==> config.mk <==
export PLATFORM = sky130hd
export DESIGN_NAME = msx_spi_controller
export DESIGN_NICKNAME = d
export VERILOG_FILES = /design/src/rtl/msx_spi_controller.sv
export SDC_FILE = /design/constraint.sdc
export NUM_CORES = 1
export LEC_CHECK = 0
export BUFFER_PORTS_ARGS = -buffer_cell sky130_fd_sc_hd__buf_4
export CORE_MARGIN = 2
export CORE_UTILIZATION = 55
export CTS_CLUSTER_SIZE = 14
export DETAILED_ROUTE_END_ITERATION = 12
export GPL_TIMING_DRIVEN = 0
export PLACE_DENSITY = 0.75
export RECOVER_POWER = 25
export SYNTH_ARGS = -nofsm -noshare
export SYNTH_HDL_FRONTEND = slang
export SYNTH_SLANG_ARGS = --single-unit
==> constraint.sdc <==
create_clock -name clk -period 4.9 [get_ports clk]
set_input_delay 0.735 -clock clk [delete_from_list [all_inputs] [get_ports clk]]
set_output_delay 0.735 -clock clk [all_outputs]
set_load 0.01 [all_outputs]
==> src/rtl/msx_spi_controller.sv <==
// MSX cartridge SPI port controller: Z80 data/config I/O ports driving one
// 8-bit mode-0 SPI master with selectable slow (card init) and fast clock rates.
module msx_spi_controller #(
    parameter int FAST_HALF = 2,
    parameter int SLOW_HALF = 64
) (
    input  logic       clk,
    input  logic       rst,
    input  logic       spi_select,
    input  logic       config_select,
    input  logic       rd_L,
    input  logic       wr_L,
    input  logic [7:0] d_in,
    output logic [7:0] d_out,
    output logic       d_oe,
    output logic       spi_sclk,
    output logic       spi_mosi,
    input  logic       spi_miso,
    output logic       spi_cs_L,
    output logic       busy
);

    localparam int MAX_HALF = (FAST_HALF > SLOW_HALF) ? FAST_HALF : SLOW_HALF;
    localparam int CW       = (MAX_HALF > 1) ? $clog2(MAX_HALF) : 1;
    localparam logic [CW-1:0] FAST_M1 = CW'(FAST_HALF - 1);
    localparam logic [CW-1:0] SLOW_M1 = CW'(SLOW_HALF - 1);

    // Strobe index: 0 = data write, 1 = config write, 2 = config read
    localparam int N_STB = 3;

    typedef enum logic [1:0] {IDLE, LOW, HIGH, DONE} state_t;

    logic [N_STB-1:0] strobe_raw;
    logic [N_STB-1:0] strobe_sync;
    logic [N_STB-1:0] prev_reg;
    logic [N_STB-1:0] strobe_rise;
    logic             data_wr_rise;
    logic             cfg_wr_rise;
    logic             cfg_rd_rise;

    state_t        state_reg, state_next;
    logic [CW-1:0] div_cnt_reg, div_cnt_next;
    logic [CW-1:0] half_m1_reg, half_m1_next;
    logic [2:0]    bit_cnt_reg, bit_cnt_next;
    logic [7:0]    tx_shift_reg, tx_shift_next;
    logic [7:0]    rx_shift_reg, rx_shift_next;
    logic [7:0]    rx_data_reg, rx_data_next;
    logic          sclk_reg, sclk_next;
    logic          mosi_reg, mosi_next;
    logic          busy_reg, busy_next;
    logic          cs_en_reg, cs_en_next;
    logic          slow_reg, slow_next;
    logic          overrun_reg, overrun_next;
    logic          ovr_hold_reg, ovr_hold_next;

    assign strobe_raw = {~config_select & ~rd_L,
                         ~config_select & ~wr_L,
                         ~spi_select    & ~wr_L};

    genvar gi;
    generate
        for (gi = 0; gi < N_STB; gi++) begin : g_sync
            logic meta_reg;
            logic sync_reg;
            always_ff @(posedge clk) begin
                if (rst) begin
                    meta_reg <= 1'b0;
                    sync_reg <= 1'b0;
                end else begin
                    meta_reg <= strobe_raw[gi];
                    sync_reg <= meta_reg;
                end
            end
            assign strobe_sync[gi] = sync_reg;
        end
    endgenerate

    always_ff @(posedge clk) begin
        if (rst) begin
            prev_reg <= '0;
        end else begin
            prev_reg <= strobe_sync;
        end
    end

    assign strobe_rise  = strobe_sync & ~prev_reg;
    assign data_wr_rise = strobe_rise[0];
    assign cfg_wr_rise  = strobe_rise[1];
    assign cfg_rd_rise  = strobe_rise[2];

    always_comb begin
        state_next    = state_reg;
        div_cnt_next  = div_cnt_reg;
        half_m1_next  = half_m1_reg;
        bit_cnt_next  = bit_cnt_reg;
        tx_shift_next = tx_shift_reg;
        rx_shift_next = rx_shift_reg;
        rx_data_next  = rx_data_reg;
        sclk_next     = sclk_reg;
        mosi_next     = mosi_reg;
        busy_next     = busy_reg;
        cs_en_next    = cs_en_reg;
        slow_next     = slow_reg;
        overrun_next  = overrun_reg;
        ovr_hold_next = ovr_hold_reg;

        if (cfg_wr_rise) begin
            cs_en_next = d_in[0];
            slow_next  = d_in[1];
        end

        // The read strobe is still low when the clear lands, so the cleared
        // flag stays visible on the bus until the read strobe goes away.
        if (cfg_rd_rise) begin
            ovr_hold_next = overrun_reg;
            overrun_next  = 1'b0;
        end else if (!strobe_sync[2]) begin
            ovr_hold_next = 1'b0;
        end

        case (state_reg)
            IDLE: begin
                if (data_wr_rise) begin
                    tx_shift_next = d_in;
                    bit_cnt_next  = 3'd0;
                    div_cnt_next  = '0;
                    half_m1_next  = slow_reg ? SLOW_M1 : FAST_M1;
                    busy_next     = 1'b1;
                    mosi_next     = d_in[7];
                    sclk_next     = 1'b0;
                    state_next    = LOW;
                end
            end
            LOW: begin
                if (div_cnt_reg == half_m1_reg) begin
                    div_cnt_next = '0;
                    sclk_next    = 1'b1;
                    state_next   = HIGH;
                end else begin
                    div_cnt_next = div_cnt_reg + 1'b1;
                end
            end
            HIGH: begin
                if (div_cnt_reg == '0) begin
                    rx_shift_next = {rx_shift_reg[6:0], spi_miso};
                end
                if (div_cnt_reg == half_m1_reg) begin
                    div_cnt_next = '0;
                    sclk_next    = 1'b0;
                    if (bit_cnt_reg != 3'd7) begin
                        tx_shift_next = {tx_shift_reg[6:0], 1'b1};
                        mosi_next     = tx_shift_reg[6];
                        bit_cnt_next  = bit_cnt_reg + 3'd1;
                        state_next    = LOW;
                    end else begin
                        mosi_next  = 1'b1;
                        state_next = DONE;
                    end
                end else begin
                    div_cnt_next = div_cnt_reg + 1'b1;
                end
            end
            DONE: begin
                rx_data_next = rx_shift_reg;
                busy_next    = 1'b0;
                state_next   = IDLE;
            end
            default: state_next = IDLE;
        endcase

        if (data_wr_rise && (state_reg != IDLE)) begin
            overrun_next = 1'b1;
        end
    end

    always_ff @(posedge clk) begin
        if (rst) begin
            state_reg    <= IDLE;
            div_cnt_reg  <= '0;
            half_m1_reg  <= FAST_M1;
            bit_cnt_reg  <= 3'd0;
            tx_shift_reg <= 8'hFF;
            rx_shift_reg <= 8'hFF;
            rx_data_reg  <= 8'hFF;
            sclk_reg     <= 1'b0;
            mosi_reg     <= 1'b1;
            busy_reg     <= 1'b0;
            cs_en_reg    <= 1'b0;
            slow_reg     <= 1'b1;
            overrun_reg  <= 1'b0;
            ovr_hold_reg <= 1'b0;
        end else begin
            state_reg    <= state_next;
            div_cnt_reg  <= div_cnt_next;
            half_m1_reg  <= half_m1_next;
            bit_cnt_reg  <= bit_cnt_next;
            tx_shift_reg <= tx_shift_next;
            rx_shift_reg <= rx_shift_next;
            rx_data_reg  <= rx_data_next;
            sclk_reg     <= sclk_next;
            mosi_reg     <= mosi_next;
            busy_reg     <= busy_next;
            cs_en_reg    <= cs_en_next;
            slow_reg     <= slow_next;
            overrun_reg  <= overrun_next;
            ovr_hold_reg <= ovr_hold_next;
        end
    end

    assign spi_sclk = sclk_reg;
    assign spi_mosi = mosi_reg;
    assign spi_cs_L = ~cs_en_reg;
    assign busy     = busy_reg;

    // Bus read path stays combinational on the raw strobes for Z80 timing
    assign d_oe = (~spi_select | ~config_select) & ~rd_L;

    always_comb begin
        d_out = 8'h00;
        if (d_oe) begin
            if (!spi_select) begin
                d_out = rx_data_reg;
            end else begin
                d_out = {busy_reg, overrun_reg | ovr_hold_reg, 4'b0000, slow_reg, cs_en_reg};
            end
        end
    end

endmodule
---- Word-level counts from Yosys, hierarchy flattened ----
Index checks and enable logic that the tools add are counted.
storage, ports and cells
  output and inout bits ................... 13
  input bits .............................. 15
  bits in registers ....................... 56
operators by class
  multiplexer cells ....................... 33
  reduce and logical (&&, ||, !) cells .... 18
  add/subtract/negate cells ............... 2
  bitwise logic cells ..................... 13
  equal/unequal tests ..................... 10
operator list
  cell                                           number
  2-to-1 mux 7 bit                               3
  2-to-1 mux 6 bit                               3
  2-to-1 mux 8 bit                               2
  one-hot mux 7 bit (2 select lines)             1
  one-hot mux 6 bit (2 select lines)             1
  2-to-1 mux 1 bit                               11
  inequality test 2 bit (second input constant)  5
  nonzero test 2 bit                             5
  2-to-1 mux 3 bit                               3
  2-to-1 mux 2 bit                               4
  one-hot mux 2 bit (4 select lines)             1
  AND reduction 2 bit                            4
  AND reduction 4 bit                            2
  adder 6 x 1 -> 6 bit (second input constant)   1
  == test 6 bit                                  1
  zero test 6 bit                                1
  one-hot mux 3 bit (2 select lines)             1
  AND reduction 3 bit                            2
  NOT 1 bit                                      5
  AND 1 bit                                      4
  == test 2 bit (second input constant)          2
  one-hot mux 1 bit (2 select lines)             2
  adder 3 x 1 -> 3 bit (second input constant)   1
  AND 3 bit                                      1
  other kinds (9)                                10

---- Depth between registers and ports, before layout ----
  depth after elaboration ................. 4
  mapped depth ............................ 7
  depth with buffers taken out ............ 6

---- Least setup slack after synthesis ----
OpenSTA, ideal clock, no wires.
  path type ............................... input port to output port
  start ................................... in spi_select
  end ..................................... out d_out[6]
  buffers on the path ..................... 1
  data arrival time ....................... 1.476 ns
  cell stages on the path ................. 3
  slack ................................... 2.689 ns
  cell sequence ........................... clkbuf_1 -> a21o_1 -> a211oi_1
between the ends
  word-level cells in the longest chain between the ends .. 4
RTL lines
  item                  line  RTL
  start: declaration    9     input logic spi_select,
  NOT 1 bit             216   assign d_oe = (~spi_select | ~config_select) & ~rd_L;
  bitwise OR 1 bit      216
  AND 1 bit             216
  2-to-1 mux 8 bit (*)  220   if (d_oe) begin
  end: declaration      14    output logic [7:0] d_out,
Every way passes the cells marked *; elsewhere a longest branch is shown, timed or not.

---- Final worst setup path ----
  start ................................... reg state_reg[0]
  end ..................................... reg tx_shift_reg[0]
between the ends
  word-level cells in the longest chain between the ends .. 3
RTL lines
  item                                                                   line  RTL
  start: declaration                                                     41    state_t state_reg, state_next;
  start signal: assignment                                               193   state_reg <= state_next;
  == test 2 bit or zero test 2 bit (tied branches)                       121   case (state_reg)
  inequality test 2 bit (no line) or nonzero test 2 bit (tied branches)  --
  AND reduction 4 bit (no line)                                          --
  end signal: assignment                                                 197   tx_shift_reg <= tx_shift_next;
  end: declaration                                                       45    logic [7:0] tx_shift_reg, tx_shift_next;
Several ways; a longest one is shown, not always the timed one.
A chain may end at the register's enable or synchronous reset.

==> metrics.md <==
| Metric | Value |
|---|---|
| Status | `complete, no violations` |
| Synth unique cells | `between 40 and 50` |
| Worst Skew | `between 0.006 and 0.007 ns` |
| Max frequency | `428 MHz` |
| Share of layout cells above drive strength 1 | `0.140` |
| CP endpoint kind | `flip-flop` |
| Final max-slew violation count | `0` |
| WHS Endpoint | `g_sync[0].sync_reg` |
| FP Rows | `23` |
| # clock sinks | `51` |
| DRT Pass-1 Iters | `4` |
| Largest net degree at the start of global routing | `17` |
| CTS Buffer Depth | `2` |
| Sequential-to-total area share from yosys stat | `0.448` |
| Setup Buffers After CTS | `0` |
| Placement Setup Slack | `roughly 2.5 ns` |
| Fin crit share | `0.477` |
| Final worst setup slack | `~2.6 ns` |
| Required @ worst endpoint | `about 5.1 ns` |
| First-pass GRT wire length | `about 7.4 mm` |
| Detail Placement HPWL | `between 3 and 4 mm` |
| H-tree lvl count | `2` |
| Initial core utilization | `0.569` |
| Synthesized cell area | `approximately 2300 sq um` |
| Syn Area/Cell | `between 9 and 10 sq um` |
| Die width | `slightly below 70 um` |
| Worst Path Arrival | `~2.5 ns` |
| Flops & latches, synth | `between 50 and 60` |
| Post-synth EDFFs | `0` |
| Hold-fix buffers, CTS | `0` |
| Post-Syn Nets | `roughly 270` |
| Clock period minus worst slack | `2.34 ns` |
| Fin. Hold Viols | `0` |
| Routability cong. | `between 0.8 and 0.9` |
| Setup TNS Final | `0 ns` |
| Global-route congestion overflow total | `0` |
| Die area | `roughly 4700 sq um` |
| Via count | `between 1500 and 2000` |
| Filler cells | `about 340` |
| Startpoint types | `flip-flop` |
| Total CTS buffers | `5` |
| Reg2Reg Launch Point | `state_reg[0]` |
| Tot Pwr | `940 uW` |
| DRC | `0` |
| Iteration-0 DRC Markers | `110` |
| RSZ-0062 raised after global routing | `no` |
| Pleak | `1.02 nW` |
| Initial antenna violation count | `0` |
| PD cells | `356 nW/um^2` |
| Avg WL per Cell | `13.7 um` |
| Worst reg2reg endpoint | `tx_shift_reg[0]` |
| Vias per cell | `5.47` |
| Cells on worst reg2reg path | `6` |
| Hold path startpoint | `g_sync[0].meta_reg` |
| Final WL | `approximately 4.5 mm` |
| Max FO, Critical Path | `8` |
| Core Area | `between 4000 and 5000 sq um` |
| Worst-Margin Slew | `between 0.6 and 0.7 ns` |
| Reg-to-reg slack, setup | `between 2 and 3 ns` |
| Post-Syn Instances | `roughly 250` |
| Antenna Nets Post-Route | `0` |
| Die Span Y | `between 60 and 70 um` |
| Port Buffers | `26` |
| Max VDD drop | `~0.00029 V` |
| Final Net Count | `approximately 300` |
| CTS tree | `built` |
| Primary FF master, synth | `dfxtp_1` |
| Async SR Flop Fraction | `0` |
| Worst-skew pair later-pin latency | `between 0.3 and 0.4 ns` |
| Max-cap violations | `0` |
| Critical path class | `flip-flop to flip-flop` |
| Antenna Cells | `0` |
| Synthesis Warnings | `0` |
| Worst-path clk slew | `~0.090 ns` |
| Hold Crit Class | `flip-flop to flip-flop` |
| Area grow syn2layout | `15.8%` |
| Hold depth | `1` |
| Relative slew slack | `0.578` |
| # IOs | `28` |
| Tot GR Track Use | `0.214` |
| Root Driver | `clkbuf_8` |
| Setup-failing EPs final | `0` |
| # resized after CTS | `0` |
| Vias in the first global route | `approximately 1600` |
==> per-layer routing <==
layer  vias up  GRT usage  part of all wire
met5         -          0                 0
met4         0     0.0750             0.014
met3         6     0.0674             0.044
met2        31      0.348              0.46
met1       834      0.267              0.48
li1        927          -                 -
==> final cells by class <==
cell class,count,area (sq um),share of cell area
repair buffers,26,184,0.0698
clock inverters,3,43.8,0.0166
inverters,9,33.8,0.0128
clock buffers,5,68.8,0.0261
flip-flops and latches,51,1020,0.387
plain buffers,14,56.3,0.0214
multi-input cells,171,1170,0.442
well taps,50,62.6,0.0237
==> cell usage in the layout, fill, tap and decap left out, drive strengths merged, types with 2 or more instances in the layout <==
master / count
a221o: 6
buf: 26
dfxtp: 51
inv: 9
a211oi: 2
nor2b: 12
nor2: 21
clkbuf: 19
a21oi: 7
o21ai: 2
a21o: 7
or3: 2
ha: 8
and3: 2
and2: 7
a32o: 3
nand3: 5
nor3: 4
a31oi: 5
clkinv: 2
nand2b: 3
a2111oi: 2
nand4: 6
mux2i: 23
nand2: 29
==> cells in the mapped netlist (2+ instances only) <==
master / count / area, sq um
dfxtp_1: 51 / 1020
nand2_1: 29 / 109
mux2i_1: 23 / 230
nor2_1: 21 / 78.8
nor2b_1: 12 / 75.1
clkbuf_1: 11 / 41.3
inv_1: 9 / 33.8
ha_1: 8 / 100
a21o_1: 7 / 52.6
a21oi_1: 7 / 35.0
a221o_1: 6 / 60.1
and2_1: 6 / 37.5
nand4_1: 6 / 37.5
a31oi_1: 5 / 31.3
nand3_1: 4 / 20.0
nor3_1: 4 / 20.0
a32o_1: 3 / 30.0
buf_2: 3 / 15.0
nand2b_1: 3 / 18.8
a211oi_1: 2 / 15.0
and3_1: 2 / 12.5
o21ai_0: 2 / 10.0
or3_1: 2 / 12.5
==> worst max-delay path by stage <==
stage                      start         endpoint  slack [ns]  depth (start not counted)
CTS                 state_reg[0]  tx_shift_reg[0]        2.51                          6
global route        state_reg[0]  tx_shift_reg[0]        2.37                          6
detailed placement  state_reg[0]  tx_shift_reg[0]        2.53                          6
global placement    state_reg[0]  tx_shift_reg[0]        2.59                          6
finish              state_reg[0]  tx_shift_reg[0]        2.56                          6
floorplan             spi_select         d_out[6]        2.69                          3
==> worst max-delay path: stages, from the launching register on <==
cell	delay (ns)
dfxtp_1	0.35
inv_1	0.12
ha_1	0.30
nand3b_1	0.26
nor2_1	0.50
mux2_2	0.39
or3_1	0.31
==> through the flow <==
stage | hold WS [ns] | utilization | cells | cell area [sq um]
6_report | 0.443 | 0.659 | 329 | 2640
5_1_grt | 0.456 | 0.659 | 329 | 2640
4_1_cts | 0.442 | 0.662 | 329 | 2650
3_5_place_dp | 0.424 | 0.634 | 321 | 2530
3_3_place_gp | 0.424 | 0.634 | 321 | 2530
2_1_floorplan | 0.414 | - | 245 | 2280
==> cell families after synthesis <==
logic type,Yosys count,synth area share
compound gates,43,0.154
fa+ha+maj,8,0.0440
buf+inv,23,0.0396
flops,51,0.448
mux,24,0.106
simple gates,96,0.208
==> power by group <==
| group | total (mW) | switching (mW) | internal (mW) | leakage [nW] |
|---|---|---|---|---|
| clock network | 0.289 | 0.137 | 0.152 | 0.0581 |
| registers | 0.474 | 0.0251 | 0.449 | 0.414 |
| logic | 0.177 | 0.0981 | 0.0786 | 0.547 |
No activity file was read; power rests on OpenSTA's default activity.
